<file path="src/rtl/fpu_64_subtractor_pipe.sv">
// fpu_64_subtractor_pipe
//   Pipelined IEEE-754 binary64 subtractor: result = a - b.
//   Stage 1 aligns operands, stage 2 adds/subtracts the 56-bit significands,
//   stage 3 normalises, rounds and applies special-case overrides.
//   The whole pipe advances as one unit when the output slot is free or
//   being drained. Denormal inputs are read as signed zero, and tiny results
//   are flushed to signed zero.
//
//   Optional build macro FPU64_SUB_ADD_MODE_EN adds an 'op' input. op=0
//   computes a - b and op=1 computes a + b. op travels with its operands.
//
// Ports
//   clk, rst_n          clock, async active-low reset
//   in_valid/in_ready   operand handshake (in_ready = !out_valid | out_ready)
//   a, b                binary64 minuend / subtrahend
//   op                  (FPU64_SUB_ADD_MODE_EN only) 0 = sub, 1 = add
//   out_valid/out_ready result handshake
//   result              binary64 difference
//   overflow            result saturated to signed infinity
//   underflow           nonzero result below min normal, flushed to signed zero
module fpu_64_subtractor_pipe #(
  parameter int          ROUND_MODE   = 0,
  parameter logic [63:0] QNAN_PATTERN = 64'h7FF8000000000000
) (
  input  logic        clk,
  input  logic        rst_n,
  input  logic        in_valid,
  output logic        in_ready,
  input  logic [63:0] a,
  input  logic [63:0] b,
`ifdef FPU64_SUB_ADD_MODE_EN
  input  logic        op,
`endif
  output logic        out_valid,
  input  logic        out_ready,
  output logic [63:0] result,
  output logic        overflow,
  output logic        underflow
);

  localparam int STAGES = 3;

  logic [STAGES:0] vld_pipe;
  logic            advance;

  assign vld_pipe[0] = in_valid;
  assign out_valid   = vld_pipe[STAGES];
  assign advance     = ~vld_pipe[STAGES] | out_ready;
  assign in_ready    = advance;

  always_ff @(posedge clk or negedge rst_n) begin
    if (!rst_n)       vld_pipe[STAGES:1] <= '0;
    else if (advance) vld_pipe[STAGES:1] <= vld_pipe[STAGES-1:0];
  end

  // ---------------------------------------------------------------- stage 1
  logic        sa, sb;
  logic        a_zero, b_zero, a_nan, b_nan, a_inf, b_inf;
  logic [52:0] ma, mb;
  logic        swap;
  logic        sx, sy;
  logic [10:0] ex, ey, diff;
  logic [52:0] mx, my;
  logic [55:0] y_full, y_lost, y_al;

  assign sa = a[63];
`ifdef FPU64_SUB_ADD_MODE_EN
  assign sb = b[63] ^ ~op;
`else
  assign sb = ~b[63];
`endif

  assign a_zero = (a[62:52] == 11'd0);
  assign b_zero = (b[62:52] == 11'd0);
  assign a_nan  = (&a[62:52]) & (|a[51:0]);
  assign b_nan  = (&b[62:52]) & (|b[51:0]);
  assign a_inf  = (&a[62:52]) & ~(|a[51:0]);
  assign b_inf  = (&b[62:52]) & ~(|b[51:0]);
  assign ma     = a_zero ? 53'd0 : {1'b1, a[51:0]};
  assign mb     = b_zero ? 53'd0 : {1'b1, b[51:0]};

  // Larger magnitude goes to x so the stage-2 subtract never goes negative.
  assign swap = {b[62:52], mb} > {a[62:52], ma};
  assign sx   = swap ? sb : sa;
  assign sy   = swap ? sa : sb;
  assign ex   = swap ? b[62:52] : a[62:52];
  assign ey   = swap ? a[62:52] : b[62:52];
  assign mx   = swap ? mb : ma;
  assign my   = swap ? ma : mb;
  assign diff = ex - ey;

  // Any bit shifted out below the sticky position is ORed (jammed) into bit 0.
  assign y_full = {my, 3'b000};
  always_comb begin
    y_lost = '0;
    y_al   = '0;
    if (diff >= 11'd56) begin
      y_al = {55'd0, |my};
    end else begin
      y_lost = y_full & ~({56{1'b1}} << diff[5:0]);
      y_al   = (y_full >> diff[5:0]) | {55'd0, |y_lost};
    end
  end

  logic        s1_sx, s1_sy, s1_nan, s1_inf, s1_inf_sign;
  logic [10:0] s1_exp;
  logic [55:0] s1_mx, s1_my;

  always_ff @(posedge clk or negedge rst_n) begin
    if (!rst_n) begin
      s1_sx <= 1'b0; s1_sy <= 1'b0; s1_nan <= 1'b0; s1_inf <= 1'b0;
      s1_inf_sign <= 1'b0; s1_exp <= '0; s1_mx <= '0; s1_my <= '0;
    end else if (advance) begin
      s1_sx       <= sx;
      s1_sy       <= sy;
      // inf - inf with equal signs shows up as opposite effective signs here
      s1_nan      <= a_nan | b_nan | (a_inf & b_inf & (sa ^ sb));
      s1_inf      <= a_inf | b_inf;
      s1_inf_sign <= a_inf ? sa : sb;
      s1_exp      <= ex;
      s1_mx       <= {mx, 3'b000};
      s1_my       <= y_al;
    end
  end

  // ---------------------------------------------------------------- stage 2
  logic [56:0] sum;
  assign sum = (s1_sx ^ s1_sy) ? ({1'b0, s1_mx} - {1'b0, s1_my})
                               : ({1'b0, s1_mx} + {1'b0, s1_my});

  logic        s2_sign, s2_zsign, s2_nan, s2_inf, s2_inf_sign;
  logic [10:0] s2_exp;
  logic [56:0] s2_sum;

  always_ff @(posedge clk or negedge rst_n) begin
    if (!rst_n) begin
      s2_sign <= 1'b0; s2_zsign <= 1'b0; s2_nan <= 1'b0; s2_inf <= 1'b0;
      s2_inf_sign <= 1'b0; s2_exp <= '0; s2_sum <= '0;
    end else if (advance) begin
      s2_sign     <= s1_sx;
      // Exact zero is -0 only when both effective operands are -0.
      s2_zsign    <= s1_sx & s1_sy;
      s2_nan      <= s1_nan;
      s2_inf      <= s1_inf;
      s2_inf_sign <= s1_inf_sign;
      s2_exp      <= s1_exp;
      s2_sum      <= sum;
    end
  end

  // ---------------------------------------------------------------- stage 3
  logic [5:0]         lz;
  logic [55:0]        norm;
  logic signed [12:0] e_norm, e_fin;
  logic               rnd_inc, is_zero;
  logic [52:0]        frac_r;
  logic [63:0]        nxt_res;
  logic               nxt_of, nxt_uf;

  always_comb begin
    lz = '0;
    for (int i = 0; i < 56; i++)
      if (s2_sum[i]) lz = 6'(55 - i);
  end

  always_comb begin
    norm    = '0;
    e_norm  = '0;
    if (s2_sum[56]) begin
      // carry out of the add: shift right one, keep the dropped bit sticky
      norm   = {s2_sum[56:2], s2_sum[1] | s2_sum[0]};
      e_norm = $signed({2'b00, s2_exp}) + 13'sd1;
    end else begin
      norm   = s2_sum[55:0] << lz;
      e_norm = $signed({2'b00, s2_exp}) - $signed({7'd0, lz});
    end
    is_zero = ~norm[55];
    rnd_inc = (ROUND_MODE == 0) ? (norm[2] & (norm[1] | norm[0] | norm[3])) : 1'b0;
    frac_r  = {1'b0, norm[54:3]} + {52'd0, rnd_inc};
    // A carry out of the fraction leaves it all-zero and bumps the exponent.
    e_fin   = e_norm + $signed({12'd0, frac_r[52]});

    nxt_res = {s2_sign, e_fin[10:0], frac_r[51:0]};
    nxt_of  = 1'b0;
    nxt_uf  = 1'b0;
    if (s2_nan) begin
      nxt_res = QNAN_PATTERN;
    end else if (s2_inf) begin
      nxt_res = {s2_inf_sign, 11'h7FF, 52'd0};
    end else if (is_zero) begin
      nxt_res = {s2_zsign, 63'd0};
    end else if (e_fin >= 13'sd2047) begin
      nxt_res = {s2_sign, 11'h7FF, 52'd0};
      nxt_of  = 1'b1;
    end else if (e_fin < 13'sd1) begin
      nxt_res = {s2_sign, 63'd0};
      nxt_uf  = 1'b1;
    end
  end

  always_ff @(posedge clk or negedge rst_n) begin
    if (!rst_n) begin
      result    <= '0;
      overflow  <= 1'b0;
      underflow <= 1'b0;
    end else if (advance) begin
      result    <= nxt_res;
      overflow  <= nxt_of;
      underflow <= nxt_uf;
    end
  end

endmodule

</file>
<file path="config.mk">
export PLATFORM = sky130hd
export DESIGN_NAME = fpu_64_subtractor_pipe
export DESIGN_NICKNAME = d
export VERILOG_FILES = /design/src/rtl/fpu_64_subtractor_pipe.sv
export SDC_FILE = /design/constraint.sdc
export NUM_CORES = 2
export LEC_CHECK = 0
export BUFFER_PORTS_ARGS = -buffer_cell sky130_fd_sc_hd__buf_2
export CAP_MARGIN = 10
export CELL_PAD_IN_SITES_DETAIL_PLACEMENT = 0
export CELL_PAD_IN_SITES_GLOBAL_PLACEMENT = 1
export CORE_MARGIN = 2
export CORE_UTILIZATION = 40
export CTS_BUF_LIST = sky130_fd_sc_hd__clkbuf_16
export DETAILED_ROUTE_END_ITERATION = 7
export PLACE_DENSITY_LB_ADDON = 0.1
export SETUP_SLACK_MARGIN = 0.02
export SKIP_LAST_GASP = 1
export SYNTH_ARGS = -nofsm -noshare
export SYNTH_HDL_FRONTEND = slang
export SYNTH_SLANG_ARGS = --single-unit
</file>
<file path="constraint.sdc">
create_clock -name clk -period 20.3 [get_ports clk]
set_input_delay 2.03 -clock clk [delete_from_list [all_inputs] [get_ports clk]]
set_output_delay 2.03 -clock clk [all_outputs]
set_load 0.05 [all_outputs]
</file>
* After elaboration in Yosys (flattened, before gate mapping)
Cells that the tools add are included.
** Storage, ports and cells
- Register bits :: 267
- Output and inout bits :: 68
** Operators by class
- Add/sub/neg operators :: 7
- $lt $le $gt $ge :: 4
- Shift-type cells :: 3
- Muxes and demuxes :: 83
- Bitwise operators :: 24
- Reduce and logical (&&, ||, !) cells :: 8
** Operators by type and width (number)
- 6-bit 2-to-1 mux :: 56
- 53-bit 2-to-1 mux :: 4
- 64-bit 2-to-1 mux :: 3
- 63-bit 2-to-1 mux :: 2
- 56-bit 2-to-1 mux :: 2
- 52-bit OR reduction :: 2
- 64-bit > comparator :: 1
- 56-bit by 56-bit adder with 57-bit output :: 1
- 57-bit 2-to-1 mux :: 1
- 56-bit by 56-bit subtractor with 57-bit output :: 1
- 56-bit bitwise AND :: 1
- 56-bit NOT :: 1
- 56-bit by 1-bit OR with 56-bit output :: 1
- 56-bit OR reduction :: 1
- 56-bit by 6-bit << shifter with 56-bit output :: 1
- 56-bit by 6-bit << shifter with 56-bit output (first input constant) :: 1
- 56-bit by 6-bit >> shifter with 56-bit output :: 1
- 52-bit by 1-bit adder with 53-bit output :: 1
- 53-bit OR reduction :: 1
- 11-bit logical NOT :: 2
- 11-bit 2-to-1 mux :: 2
- 11-bit AND reduction :: 2
- 13-bit by 2-bit adder with 13-bit output :: 1
- 13-bit by 12-bit >= comparator with 1-bit output (second input constant) :: 1
- 11 further kinds :: 39

* Depth between registers and ports, before layout
- Depth after elaboration :: 69
- Gate-level depth with buffers :: 34
- Mapped depth without buffers :: 27

* Least setup slack after synthesis
OpenSTA, ideal clock, no wires.
- Kind :: input to register
- Start point :: input port b[54]
- End point :: register s1_my[48]
- Setup time :: 101 ps
- Arrival time :: 7801 ps
- Slack :: 12398 ps
- Stages :: 25
- Cells stage by stage :: nor4_1 -> nand3_1 -> clkbuf_1 -> clkbuf_1 -> and2_1 -> ha_1 -> nand4_1 -> nor4_1 -> nand3_1 -> or3_1 -> clkbuf_1 -> o21ai_1 -> mux2_2 -> ha_1 -> o31ai_1 -> a221o_1 -> a31oi_1 -> o21ai_0 -> xnor2_1 -> a2111oi_0 -> nand4_1 -> or2_1 -> clkbuf_1 -> clkbuf_1 -> o32ai_1
** Between the ends
- Cells in the longest elaborated chain, start to end :: 8
- Elaborated cells between the ends (all ways) :: 11
- Classes of those cells :: add/sub: 1; order compare: 2; shift: 1; mux: 5; bitwise: 1; reduce/logical: 1
** Ends and longest elaborated chain
- start, declared :: line 30 : input logic [63:0] b,
- 11-bit logical NOT :: line 74 : assign b_zero = (b[62:52] == 11'd0);
- 53-bit 2-to-1 mux :: line 80 : assign mb = b_zero ? 53'd0 : {1'b1, b[51:0]};
- 64-bit > comparator :: line 83 : assign swap = {b[62:52], mb} > {a[62:52], ma};
- 11-bit 2-to-1 mux, on equally long branches :: line 86, 87
- 11-bit subtractor :: line 90 : assign diff = ex - ey;
- 56-bit by 6-bit >> shifter with 56-bit output :: line 101 : y_al = (y_full >> diff[5:0]) | {55'd0, |y_lost};
- 56-bit by 1-bit OR with 56-bit output :: line 101
- 56-bit 2-to-1 mux * :: line 97 : if (diff >= 11'd56) begin
- end signal, assigned :: line 122 : s1_my <= y_al;
- end, declared :: line 107 : logic [55:0] s1_mx, s1_my;
Mark *: on every way between the ends. The rest lies on a longest branch, timed or not.
A chain may end at the register's enable or synchronous reset.

* Worst setup path in the final report
- Start point :: register s2_sum[26]
- End point :: register result[48]
** Between the ends
- Cells in the longest elaborated chain, start to end :: 43
- Elaborated cells between the ends (all ways) :: 46
- Classes of those cells :: add/sub: 3; order compare: 2; shift: 1; mux: 37; bitwise: 3
** Ends and longest elaborated chain
- start, declared :: line 133 : logic [56:0] s2_sum;
- start signal, assigned :: line 147 : s2_sum <= sum;
- 6-bit 2-to-1 mux (30 in a row) :: line 163 : if (s2_sum[i]) lz = 6'(55 - i);
- 56-bit by 6-bit << shifter with 56-bit output :: line 174 : norm = s2_sum[55:0] << lz;
- 56-bit 2-to-1 mux :: line 169 : if (s2_sum[56]) begin
- 1-bit OR (2 in a row) :: line 178 : rnd_inc = (ROUND_MODE == 0) ? (norm[2] & (norm[1] | norm[0] | norm[3])) : 1'b0;
- 1-bit bitwise AND :: line 178
- 52-bit by 1-bit adder with 53-bit output :: line 179 : frac_r = {1'b0, norm[54:3]} + {52'd0, rnd_inc};
- 13-bit by 2-bit adder with 13-bit output :: line 181 : e_fin = e_norm + $signed({12'd0, frac_r[52]});
- 13-bit by 2-bit < comparator with 1-bit output :: line 195 : end else if (e_fin < 13'sd1) begin
- 63-bit 2-to-1 mux :: line 195
- 63-bit 2-to-1 mux :: line 192 : end else if (e_fin >= 13'sd2047) begin
- 64-bit 2-to-1 mux * :: line 190 : end else if (is_zero) begin
- 64-bit 2-to-1 mux * :: line 188 : end else if (s2_inf) begin
- 64-bit 2-to-1 mux * :: line 186 : if (s2_nan) begin
- end signal, assigned :: line 207 : result <= nxt_res;
- end, declared :: line 36 : output logic [63:0] result,
Marks and branches as above.

==> results.yml <==
run_status:
  status: "complete, no violations"
worst_setup_path:
  start_kind: "flop"
  crit_type: "flop to flop"
  timing.critical_path.arrival_ns: 10.43
  path_max_fanout: 27
  path_delay_family: "simple AND/OR/NAND/NOR gates"
  slowest_delay_ns: 0.65
  crit_path_top_delay_cell: "or4_1"
  critPathCaptureType: "flop"
  crit_required_ns: 20.71
  crit_buf_inv: 2
pwr:
  pwr-share-comb_pct: 70.1
  powerDensity_nw_per_um2: 162
  power_mw: 5.37
  p_switching_mw: 3.06
  p_leak_nw: 14.5
  seqPwrFrac_pct: 18.3
  swShare_pct: 57.1
  clkPwrFrac_pct: 11.6
  internal_power_mw: 2.30
  peakVddDrop_mv: 0.105
global_routing:
  grt_pass1_vias: 29571
  grt_util_all_layers_pct: 31.0
  antenna_found_initial: 3
  overflow: 0
  grt_max_degree: 173
  grt_pass1_wl_mm: 189
synthesis:
  synth_area_um2: 30500
  syn_area_per_cell_um2: 7.43
  synth_edf_count: 0
  yosysSeqAreaShare_pct: 21.9
  synthCells: 4107
  synth_nets: 4424
  synth_ff_type: "dfrtp_1"
  ys_seq_elements: 267
  synth_warnings: 0
  synthArstFlopShare_pct: 100
  synth.distinct_cells: 111
timing:
  min_period_ns: 10.02
  relSlewSlack_pct: 17.9
  tns_ns: 0
  final_max_slew_viol_count: 0
  whs_ns: 0.463
  rsz0062_at_grt: "no"
  fmax_mhz: 99.8
  finalClockSkew_ns: 0.0286
  setup_violations: 0
  final_hold_viol_count: 0
  min_period_over_period_pct: 49.3
  worst_pin_slew_ns: 1.22
layout:
  antenna_cells: 0
  fin_area_um2: 33100
  most-common-layout-cells: "571 x nand2_1, 369 x nor2_1, 335 x a21oi_1, 322 x o21ai_0, 266 x dfrtp_1"
  stdcell_count: 5103
  final_common_cell: "nand2_1"
  syn2layout_area_growth_pct: 8.58
  fillCellCount: 7939
  nets: 4416
  drive_gt1_share_pct: 11.2
clock_network:
  clk_path_buf_depth: 3
  cts_buffers: 34
  h-tree-depth: 2
  clkTransAtPathRegs_ns: 0.07
  cts_root_buf: "clkbuf_16"
  cts_tree: "done"
  clkLatencyLatePin_ns: 0.56
  clock-sinks: 267
  hold_buffers: 0
  cts_resized: 0
  post_cts_buffers: 0
floorplan:
  die_w_um: 280
  fp.dieH_um: 280
  dieArea_um2: 78500
  start_util_pct: 40.3
  num_io_pins: 200
  core_area_um2: 75700
  fp-row-count: 101
routing:
  antenna_left: 0
  via_per_inst: 6.20
  drt_iter0_markers: 3144
  wl_mm: 125
  wire_per_inst_um: 24.5
  num_vias: 31638
  drt_pass1_iterations: 8
  drc: 0
placement:
  place_area_um2: 32000
  dp.cells: 5041
  portBuffers: 199
  hpwl_mm: 97.2
  gp_congestion: 0.999
run:
  max_cap_viol_count: 0
worst_hold_path:
  min_path_type: "flop to flop"
## power groups by stage
stage          registers (mW)  logic, mW  clock network, mW
5_1_grt                  1.01       4.03              0.657
3_3_place_gp            0.978       3.72                  0
4_1_cts                 0.978       3.69              0.635
2_1_floorplan            1.05       2.49                  0
3_5_place_dp            0.987       3.68                  0
6_report                0.984       3.76              0.620
## through the flow
step | util, % | setup WS, ns
final | 43.8 | 10.28
after global routing | 43.8 | 9.67
after CTS | 43.8 | 10.41
after detailed placement | 42.3 | 10.45
after global placement | 42.3 | 10.50
after floorplan | - | 12.40
## state kept, by name, indices dropped and copies added (netlist names), 2 cells and up
| name | cells |
|---|---|
| s2_exp | 11 |
| s1_mx | 53 |
| s1_my | 56 |
| vld_pipe | 2 |
| s2_sum | 57 |
| result | 64 |
| s1_exp | 11 |
## worst reg2reg max path: stages, from the launching register on
cell      delay [ns]
dfrtp_1         0.54
or4_1           0.64
or4_4           0.61
o21a_1          0.20
buf_4           0.21
inv_2           0.40
nand2_1         0.54
nor2_1          0.63
nand2_1         0.31
o21ai_0         0.45
nand2_1         0.20
nor3_1          0.38
nand3_1         0.26
or4_1           0.65
nor4_1          0.45
ha_1            0.25
and3_1          0.31
nand2_1         0.10
xor2_1          0.17
or4_1           0.53
or4_1           0.44
o31a_1          0.40
and3_1          0.59
and3_1          0.38
mux2i_1         0.13
o311ai_1        0.11
## final timing paths
check                           startpoint    endpoint  slack (ns)  cells after the start
min in group asynchronous            rst_n   s1_mx[11]        1.51                      1
worst min-delay path              s2_zsign    s2_zsign        0.46                      2
max in group asynchronous            rst_n  result[23]       16.80                      3
worst max register to register  s2_sum[26]  result[48]       10.28                     25
worst max-delay path            s2_sum[26]  result[48]       10.28                     25
worst min register to register    s2_zsign    s2_zsign        0.46                      2
## routing by layer
| layer | up-vias | GRT usage, % | wire [um] |
|---|---|---|---|
| met5 | - | 0 | 0 |
| met4 | 0 | 10.8 | 4670 |
| met3 | 195 | 3.13 | 6800 |
| met1 | 15294 | 44.0 | 57600 |
| met2 | 1111 | 48.9 | 55700 |
| li1 | 15038 | - | - |
## cell usage after synthesis (all sizes together), types with 33 or more instances
cell type | number | area [um2]
a21o | 36 | 270
nor3 | 91 | 494
a211oi | 46 | 345
nor4 | 76 | 500
a21oi | 336 | 1680
o21bai | 33 | 248
o31ai | 58 | 435
xnor2 | 77 | 674
a22oi | 33 | 248
o21ai | 329 | 1650
mux2i | 222 | 2260
nand4 | 43 | 275
dfrtp | 267 | 6680
mux4 | 35 | 788
a31oi | 49 | 307
buf | 67 | 417
mux2 | 45 | 510
nand2 | 574 | 2160
xor2 | 36 | 315
clkbuf | 230 | 863
ha | 183 | 2290
inv | 199 | 747
o211ai | 39 | 303
nand3 | 152 | 776
nor2 | 372 | 1410
nand2b | 33 | 214
## final cells by class
| cell class | count | area [um2] | share of cell area [%] |
|---|---|---|---|
| multi-input cells | 3342 | 21900 | 66.2 |
| clock inverters | 28 | 274 | 0.827 |
| well taps | 978 | 1220 | 3.69 |
| clock buffers | 34 | 851 | 2.57 |
| inverters | 201 | 756 | 2.28 |
| repair buffers | 253 | 1420 | 4.30 |
| flip-flops and latches | 267 | 6680 | 20.2 |
## cells by family after synthesis
logic type	Yosys count	share of synthesized area, %
flops	267	21.9
xor+xnor	113	3.24
compound gates	1250	26.4
simple gates	1491	22.5
mux	302	11.7
buf+inv	498	6.67
fa+ha+maj	186	7.67
No activity file was read; power rests on OpenSTA's default activity.
